### src/rtl/ex_pkg.sv
// Shared encodings for the execute stage: ALU/mux selects, funct3 codes,
// funct7e3 bit positions, FSM states and the MUL decode helper.
package ex_pkg;

  localparam logic [1:0] ALU_ADD    = 2'b00;
  localparam logic [1:0] ALU_BRANCH = 2'b01;
  localparam logic [1:0] ALU_RTYPE  = 2'b10;
  localparam logic [1:0] ALU_ITYPE  = 2'b11;

  localparam logic [1:0] SEL_A_REG  = 2'b00;
  localparam logic [1:0] SEL_A_PC   = 2'b01;
  localparam logic [1:0] SEL_A_ZERO = 2'b10;
  localparam logic [1:0] SEL_A_REG2 = 2'b11;

  localparam logic [1:0] SEL_B_REG  = 2'b00;
  localparam logic [1:0] SEL_B_IMM  = 2'b01;
  localparam logic [1:0] SEL_B_FOUR = 2'b10;
  localparam logic [1:0] SEL_B_REG2 = 2'b11;

  // Writeback select is only carried through this stage.
  localparam logic [1:0] WB_ALU = 2'b00;
  localparam logic [1:0] WB_MEM = 2'b01;
  localparam logic [1:0] WB_PC4 = 2'b10;
  localparam logic [1:0] WB_RSV = 2'b11;

  localparam logic [2:0] F3_ADD  = 3'b000;
  localparam logic [2:0] F3_SLL  = 3'b001;
  localparam logic [2:0] F3_SLT  = 3'b010;
  localparam logic [2:0] F3_SLTU = 3'b011;
  localparam logic [2:0] F3_XOR  = 3'b100;
  localparam logic [2:0] F3_SR   = 3'b101;
  localparam logic [2:0] F3_OR   = 3'b110;
  localparam logic [2:0] F3_AND  = 3'b111;
  localparam logic [2:0] F3_MUL  = 3'b000;

  localparam logic [2:0] F3_BEQ  = 3'b000;
  localparam logic [2:0] F3_BNE  = 3'b001;
  localparam logic [2:0] F3_BLT  = 3'b100;
  localparam logic [2:0] F3_BGE  = 3'b101;
  localparam logic [2:0] F3_BLTU = 3'b110;
  localparam logic [2:0] F3_BGEU = 3'b111;

  localparam int F7E3_ALT_BIT  = 6;
  localparam int F7E3_MEXT_BIT = 5;

  typedef enum logic [1:0] {
    ST_IDLE = 2'b00,
    ST_BUSY = 2'b01,
    ST_DONE = 2'b10
  } ex_state_e;

  typedef enum logic [1:0] {
    LOAD_BUBBLE = 2'b00,
    LOAD_ALU    = 2'b01,
    LOAD_MUL    = 2'b10
  } ex_load_e;

  function automatic logic is_mul(input logic [1:0] alu_op, input logic [6:0] funct7e3);
    return (alu_op == ALU_RTYPE) && funct7e3[F7E3_MEXT_BIT] && (funct7e3[2:0] == F3_MUL);
  endfunction

endpackage

### src/rtl/ex_mul_iter.sv
// Iterative shift-add multiplier: one partial product per cycle, XLEN cycles,
// low XLEN bits of the product held in the accumulator once done.
module ex_mul_iter
  import ex_pkg::*;
#(
  parameter int XLEN = 32
) (
  input  logic            clk,
  input  logic            reset,
  input  logic            start,
  input  logic            abort,
  input  logic [XLEN-1:0] op_a,
  input  logic [XLEN-1:0] op_b,
  output logic            busy,
  output logic            done,
  output logic [XLEN-1:0] product
);

  localparam int CW = $clog2(XLEN);
  localparam logic [CW-1:0] CNT_LAST = CW'(XLEN - 1);

  logic [XLEN-1:0] mcand_reg;
  logic [XLEN-1:0] mplier_reg;
  logic [XLEN-1:0] acc_reg;
  logic [CW-1:0]   cnt_reg;
  logic            busy_reg;

  always_ff @(posedge clk or negedge reset) begin
    if (!reset) begin
      mcand_reg  <= '0;
      mplier_reg <= '0;
      acc_reg    <= '0;
      cnt_reg    <= '0;
      busy_reg   <= 1'b0;
    end else if (abort) begin
      busy_reg <= 1'b0;
    end else if (start) begin
      mcand_reg  <= op_a;
      mplier_reg <= op_b;
      acc_reg    <= '0;
      cnt_reg    <= '0;
      busy_reg   <= 1'b1;
    end else if (busy_reg) begin
      if (mplier_reg[0]) begin
        acc_reg <= acc_reg + mcand_reg;
      end
      mcand_reg  <= mcand_reg << 1;
      mplier_reg <= mplier_reg >> 1;
      cnt_reg    <= cnt_reg + 1'b1;
      if (cnt_reg == CNT_LAST) begin
        busy_reg <= 1'b0;
      end
    end
  end

  // done marks the final iteration cycle; acc settles at the following edge.
  assign busy    = busy_reg;
  assign done    = busy_reg && (cnt_reg == CNT_LAST);
  assign product = acc_reg;

endmodule

### src/rtl/ex_stage.sv
// Execute stage: ALU, branch resolution and an optional iterative MUL that
// stalls the front end, feeding a registered EX/MEM bundle.
module ex_stage
  import ex_pkg::*;
#(
  parameter int XLEN       = 32,
  parameter bit MUL_ENABLE = 1'b1
) (
  input  logic            clk,
  input  logic            reset,
  input  logic            valid_in,
  input  logic            flush_in,
  input  logic            mem_re_in,
  input  logic            mem_we_in,
  input  logic            reg_file_write_in,
  input  logic [1:0]      alu_op_in,
  input  logic [1:0]      select_mux_1_in,
  input  logic [1:0]      select_mux_2_in,
  input  logic [1:0]      select_mux_4_in,
  input  logic [XLEN-1:0] reg_a_in,
  input  logic [XLEN-1:0] reg_b_in,
  input  logic [XLEN-1:0] immediate_in,
  input  logic [XLEN-1:0] pc_in,
  input  logic [6:0]      funct7e3_in,
  output logic            stall_out,
  output logic            valid_out,
  output logic            mem_re_out,
  output logic            mem_we_out,
  output logic            reg_file_write_out,
  output logic [1:0]      select_mux_4_out,
  output logic [XLEN-1:0] alu_result_out,
  output logic [XLEN-1:0] store_data_out,
  output logic [XLEN-1:0] pc_plus4_out,
  output logic            branch_taken_out,
  output logic [XLEN-1:0] branch_target_out
);

  logic [XLEN-1:0] op_a, op_b, alu_res, sum, diff, mul_product;
  logic [4:0]      shamt;
  logic [2:0]      funct3;
  logic            alt_op, m_ext, is_mul_op, lt_s, lt_u, eq, taken_c;
  logic            mul_start, mul_busy, mul_done;
  logic            unused_funct_bits;
  ex_state_e       state_reg, state_next;
  ex_load_e        load_sel;

  assign funct3            = funct7e3_in[2:0];
  assign alt_op            = funct7e3_in[F7E3_ALT_BIT];
  assign m_ext             = funct7e3_in[F7E3_MEXT_BIT];
  assign is_mul_op         = is_mul(alu_op_in, funct7e3_in);
  assign unused_funct_bits = ^funct7e3_in[4:3];

  always_comb begin
    case (select_mux_1_in)
      SEL_A_PC:   op_a = pc_in;
      SEL_A_ZERO: op_a = '0;
      default:    op_a = reg_a_in;
    endcase
    case (select_mux_2_in)
      SEL_B_IMM:  op_b = immediate_in;
      SEL_B_FOUR: op_b = XLEN'(4);
      default:    op_b = reg_b_in;
    endcase
  end

  assign shamt = op_b[4:0];
  assign sum   = op_a + op_b;
  assign diff  = op_a - op_b;
  assign lt_s  = $signed(op_a) < $signed(op_b);
  assign lt_u  = op_a < op_b;
  assign eq    = op_a == op_b;

  always_comb begin
    alu_res = '0;
    taken_c = 1'b0;
    case (alu_op_in)
      ALU_ADD: alu_res = sum;
      ALU_BRANCH: begin
        alu_res = diff;
        case (funct3)
          F3_BEQ:  taken_c = eq;
          F3_BNE:  taken_c = !eq;
          F3_BLT:  taken_c = lt_s;
          F3_BGE:  taken_c = !lt_s;
          F3_BLTU: taken_c = lt_u;
          F3_BGEU: taken_c = !lt_u;
          default: taken_c = 1'b0;
        endcase
      end
      default: begin
        // M-extension ops never use the single-cycle ALU; MUL comes from the core.
        if ((alu_op_in == ALU_RTYPE) && m_ext) begin
          alu_res = '0;
        end else begin
          case (funct3)
            F3_ADD:  alu_res = ((alu_op_in == ALU_RTYPE) && alt_op) ? diff : sum;
            F3_SLL:  alu_res = op_a << shamt;
            F3_SLT:  alu_res = {{(XLEN-1){1'b0}}, lt_s};
            F3_SLTU: alu_res = {{(XLEN-1){1'b0}}, lt_u};
            F3_XOR:  alu_res = op_a ^ op_b;
            F3_SR:   alu_res = alt_op ? $unsigned($signed(op_a) >>> shamt) : (op_a >> shamt);
            F3_OR:   alu_res = op_a | op_b;
            default: alu_res = op_a & op_b;
          endcase
        end
      end
    endcase
  end

  // Reset also gates the combinational stall so a held MUL cannot stall in reset.
  always_comb begin
    state_next = state_reg;
    stall_out  = 1'b0;
    mul_start  = 1'b0;
    load_sel   = LOAD_BUBBLE;
    if (!reset || flush_in) begin
      state_next = ST_IDLE;
    end else begin
      case (state_reg)
        ST_IDLE: begin
          if (valid_in && MUL_ENABLE && is_mul_op) begin
            stall_out  = 1'b1;
            mul_start  = 1'b1;
            state_next = ST_BUSY;
          end else if (valid_in) begin
            load_sel = LOAD_ALU;
          end
        end
        ST_BUSY: begin
          stall_out = 1'b1;
          if (mul_done) begin
            state_next = ST_DONE;
          end else if (!mul_busy) begin
            state_next = ST_IDLE;
          end
        end
        ST_DONE: begin
          state_next = ST_IDLE;
          if (valid_in) begin
            load_sel = LOAD_MUL;
          end
        end
        default: state_next = ST_IDLE;
      endcase
    end
  end

  always_ff @(posedge clk or negedge reset) begin
    if (!reset) begin
      state_reg <= ST_IDLE;
    end else begin
      state_reg <= state_next;
    end
  end

  generate
    if (MUL_ENABLE) begin : g_mul
      ex_mul_iter #(.XLEN(XLEN)) u_mul (
        .clk     (clk),
        .reset   (reset),
        .start   (mul_start),
        .abort   (flush_in),
        .op_a    (op_a),
        .op_b    (op_b),
        .busy    (mul_busy),
        .done    (mul_done),
        .product (mul_product)
      );
    end else begin : g_no_mul
      assign mul_busy    = 1'b0;
      assign mul_done    = 1'b0;
      assign mul_product = '0;
    end
  endgenerate

  always_ff @(posedge clk or negedge reset) begin
    if (!reset) begin
      valid_out          <= 1'b0;
      mem_re_out         <= 1'b0;
      mem_we_out         <= 1'b0;
      reg_file_write_out <= 1'b0;
      select_mux_4_out   <= '0;
      alu_result_out     <= '0;
      store_data_out     <= '0;
      pc_plus4_out       <= '0;
      branch_taken_out   <= 1'b0;
      branch_target_out  <= '0;
    end else if (load_sel == LOAD_BUBBLE) begin
      valid_out          <= 1'b0;
      mem_re_out         <= 1'b0;
      mem_we_out         <= 1'b0;
      reg_file_write_out <= 1'b0;
      select_mux_4_out   <= '0;
      alu_result_out     <= '0;
      store_data_out     <= '0;
      pc_plus4_out       <= '0;
      branch_taken_out   <= 1'b0;
      branch_target_out  <= '0;
    end else begin
      valid_out          <= 1'b1;
      mem_re_out         <= mem_re_in;
      mem_we_out         <= mem_we_in;
      reg_file_write_out <= reg_file_write_in;
      select_mux_4_out   <= select_mux_4_in;
      alu_result_out     <= (load_sel == LOAD_MUL) ? mul_product : alu_res;
      store_data_out     <= reg_b_in;
      pc_plus4_out       <= pc_in + XLEN'(4);
      branch_taken_out   <= taken_c;
      branch_target_out  <= pc_in + immediate_in;
    end
  end

endmodule
### config.mk
export PLATFORM = sky130hd
export DESIGN_NAME = ex_stage
export DESIGN_NICKNAME = d
export VERILOG_FILES = /design/src/rtl/ex_pkg.sv /design/src/rtl/ex_mul_iter.sv /design/src/rtl/ex_stage.sv
export SDC_FILE = /design/constraint.sdc
export NUM_CORES = 1
export LEC_CHECK = 0
export ABC_AREA = 1
export BUFFER_PORTS_ARGS = -buffer_cell sky130_fd_sc_hd__buf_4
export CAP_MARGIN = 20
export CORE_MARGIN = 2
export CORE_UTILIZATION = 40
export CTS_BUF_LIST = sky130_fd_sc_hd__clkbuf_16
export DETAILED_ROUTE_END_ITERATION = 8
export MAX_ROUTING_LAYER = met4
export PLACE_DENSITY_LB_ADDON = 0.1
export SYNTH_ARGS = -nofsm -noshare
export SYNTH_HDL_FRONTEND = slang
export SYNTH_SLANG_ARGS = --single-unit
export TNS_END_PERCENT = 10
### constraint.sdc
create_clock -name clk -period 2.38 [get_ports clk]
set_input_delay 0.476 -clock clk [delete_from_list [all_inputs] [get_ports clk]]
set_output_delay 0.476 -clock clk [all_outputs]
set_load 0.03 [all_outputs]
==> impl_results.md <==
* Die X at 248 um
* Fin. max-slew vios at 0
* Initial core utilization at 40.4%
* Status: finished, violations left
* Yosys warns at 0
* Wirelength, routed at 133000 um
* Worst Hold Launch: mem_we_in
* Worst skew pair latency at 0.63 ns
* Post-synthesis cell area at 23800 um^2
* Critical Path Source: select_mux_2_in[0]
* GR Util met1 at 56.9%
* Die area at 61500 um^2
* Area occupied by multi-input gates at 17600 um^2
* Most common cell after layout, fill and taps aside: buf_4
* Slew margin rel. at 36.7%
* Clock power share at 23.8%
* Root Driver: clkbuf_16
* Kind of critical path: in -> reg
* Largest net degree at the start of global routing at 135
* Syn Nets at 4176
* Crit path max fanout at 7
* Worst Setup Slack, final at -0.684 ns
* First-pass GRT wire length at 195000 um
* Most Crowded Layer GR: met2
* Initial antenna violation count at 7
* Flops & latches, synth at 239
* Worst-path clk slew at 0.07 ns
* Post-layout util at 64.5%
* Worst Hold Class: in -> reg
* Met3 Usage GRT at 9.66%
* Drt wl/cell at 22.6 um
* DR iter-0 viols at 3241
* Fmax at 0.326 GHz
* # port buffers at 283
* Ys async rst share at 100%
* Met2 GRT Util at 64.7%
* Top FF cell, synth: dfrtp_1
* Mean number of vias per cell at 5.51
* Yosys cell types at 62
* VDD IR max at 613 uV
* Fin Setup TNS at -19.14 ns
* Via count at 32.3k
* Row count at 89
* Top post-synthesis cells by area: dfrtp_1 (25%), nand2_1 (18%), ha_1 (8.5%)
* Syn Inst Count at 3861
* Crit path launch type: input pin
* Io pins at 286
* # H-tree levels at 1
* Num CTS Buffers at 29
* Slew @ Worst Pin at 0.950 ns
* Setup Skew at 0.0289 ns
* Combinational share of power at 55.3%
* Nets at 5379
* Die Span Y at 248 um
* Power Internal at 11.8 mW
* Clock sink total at 239
* GRT Util Overall at 43.8%
* Final setup violation count at 45
* Critical Path Sink Type: flop
* PwrDens at 533 nW/um^2
* Share of cells above drive strength 1 at 36.6%
* CTS tree: yes
* MaxCap Viol Count at 0
* Register share of total power at 20.9%
* Post-layout min period at 3.06 ns
* GRT overflow at 0
* Worst Path Arrival at 3.59 ns
* Register Area at 5980 um^2
* Post-synth EDFFs at 0
* RSZ-0062 raised after global routing: yes
* Sequential-to-total area share from yosys stat at 25.1%
* Psw at 8.43 mW
* WP data required at 2.91 ns
* Filler cells at 5590
* Gpl congestion at 1.08
* RR Startpoint: g_mul.u_mul.mcand_reg[0]
* Final Hold Fails at 0
* Sw frac at 41.6%
* Failing checks: setup timing
* Max clock buf depth at 3
* Core Box Area at 58900 um^2
* # DRC at 0
* P_leak at 20.2 nW
* Post-route ant nets at 0
* Mean post-synth cell area at 6.17 um^2
* Synth-to-layout area growth at 59.6%
* Detail Placement HPWL at 108000 um
* Yosys top cell area share at 25.1%
* Commonest non-fill, non-tap cells in the layout: buf_4 (1254), nand2_1 (1067), inv_1 (363)
* Reg2reg setup slack at -0.16 ns
* Synth area leader: dfrtp_1
* Number of global-route vias before repair at 30.5k
* Fin Hold WS at 0.0541 ns
* Pre-antenna DRT Iters at 6
* Tcrit/Tclk final at 129%
## power by group through the flow
stage / sequential (mW) / clock (mW) / combinational (mW)
2_1_floorplan: 4.46 / 0 / 4.08
3_3_place_gp: 4.31 / 0 / 9.61
3_5_place_dp: 4.31 / 0 / 9.59
4_1_cts: 4.24 / 4.87 / 10.5
5_1_grt: 4.25 / 4.99 / 11.9
6_report: 4.24 / 4.82 / 11.2
## metal layers
metal | vias to the layer above | part of all wire [%]
li1 | 15100 | -
met1 | 15200 | 42
met4 | 0 | 6.1
met5 | - | 0
met2 | 1604 | 43
met3 | 381 | 9.6
## worst max-delay path, cell delays in order
cell	delay, ns
buf_8	0.08
inv_6	0.03
ha_4	0.26
buf_12	0.15
buf_8	0.13
buf_16	0.14
a22oi_2	0.23
inv_1	0.11
ha_4	0.29
inv_1	0.13
nand3_1	0.18
nand3_2	0.12
a21oi_2	0.18
nor2_2	0.06
nor3_2	0.23
buf_4	0.21
nand2_4	0.10
nand2_4	0.08
nand2_2	0.05
o21ai_1	0.11
nor2_1	0.07
nor2_1	0.15
## Yosys cell counts, types with 7 or more instances
master	n
a211oi_1	18
a21boi_0	8
a21boi_1	22
a21o_1	11
a21oi_1	254
a22oi_1	25
a31oi_1	23
buf_1	16
buf_2	45
buf_6	9
clkbuf_1	91
dfrtp_1	239
ha_1	161
inv_1	414
inv_2	9
nand2_1	1159
nand2_2	8
nand3_1	394
nand4_1	37
nor2_1	356
nor3_1	41
nor4_1	9
o211ai_1	23
o21ai_0	296
o21ai_1	19
o21bai_1	7
o221ai_1	14
o22ai_1	10
xnor2_1	7
xor2_1	51
## worst paths after layout
check                           cells after the start                    endpoint
worst max-delay path                               22            branch_taken_out
worst min-delay path                                3                  mem_we_out
worst max register to register                     17     g_mul.u_mul.product[24]
worst min register to register                      2  g_mul.u_mul.mplier_reg[28]
max in group asynchronous                           4           alu_result_out[8]
min in group asynchronous                           3                state_reg[0]
## layout make-up
class | instances | area share [%]
well taps | 773 | 2.54
clock inverters | 25 | 0.691
repair buffers | 1338 | 28.5
flip-flops and latches | 239 | 15.7
diodes | 3 | 0.0197
clock buffers | 29 | 1.91
multi-input cells | 3029 | 46.3
inverters | 427 | 4.33
## logic make-up (layout without fill, tap and decap cells)
logic type      Yosys count  in the layout  share of synthesized area (%)
compound gates          763            763                           18.2
fa+ha+maj               165            165                           8.79
other cells               0              3                              0
simple gates           2043           2043                           35.8
flops                   239            239                           25.1
xor+xnor                 58             58                           2.13
buf+inv                 593           1819                           9.94
## per-stage QoR
step           worst slack [ns]  instances  instance area [um^2]  total power [mW]
2_1_floorplan            -0.952       3861                 24100              8.54
3_3_place_gp              -1.83       5762                 34400              13.9
3_5_place_dp              -1.79       5762                 34400              13.9
4_1_cts                  -0.596       5846                 37200              19.6
5_1_grt                  -0.794       5863                 38000              21.2
6_report                 -0.684       5863                 38000              20.3
## timing repair
action                     in CTS  in global routing
gates cloned                    5                  0
buffers inserted               28                 14
setup endpoints to repair      57                 66
hold endpoints to repair       36                  0
hold buffers                    1                  0
pin swaps                     105                 72
resized for setup             373                199
(Power assumes the default switching activity.)
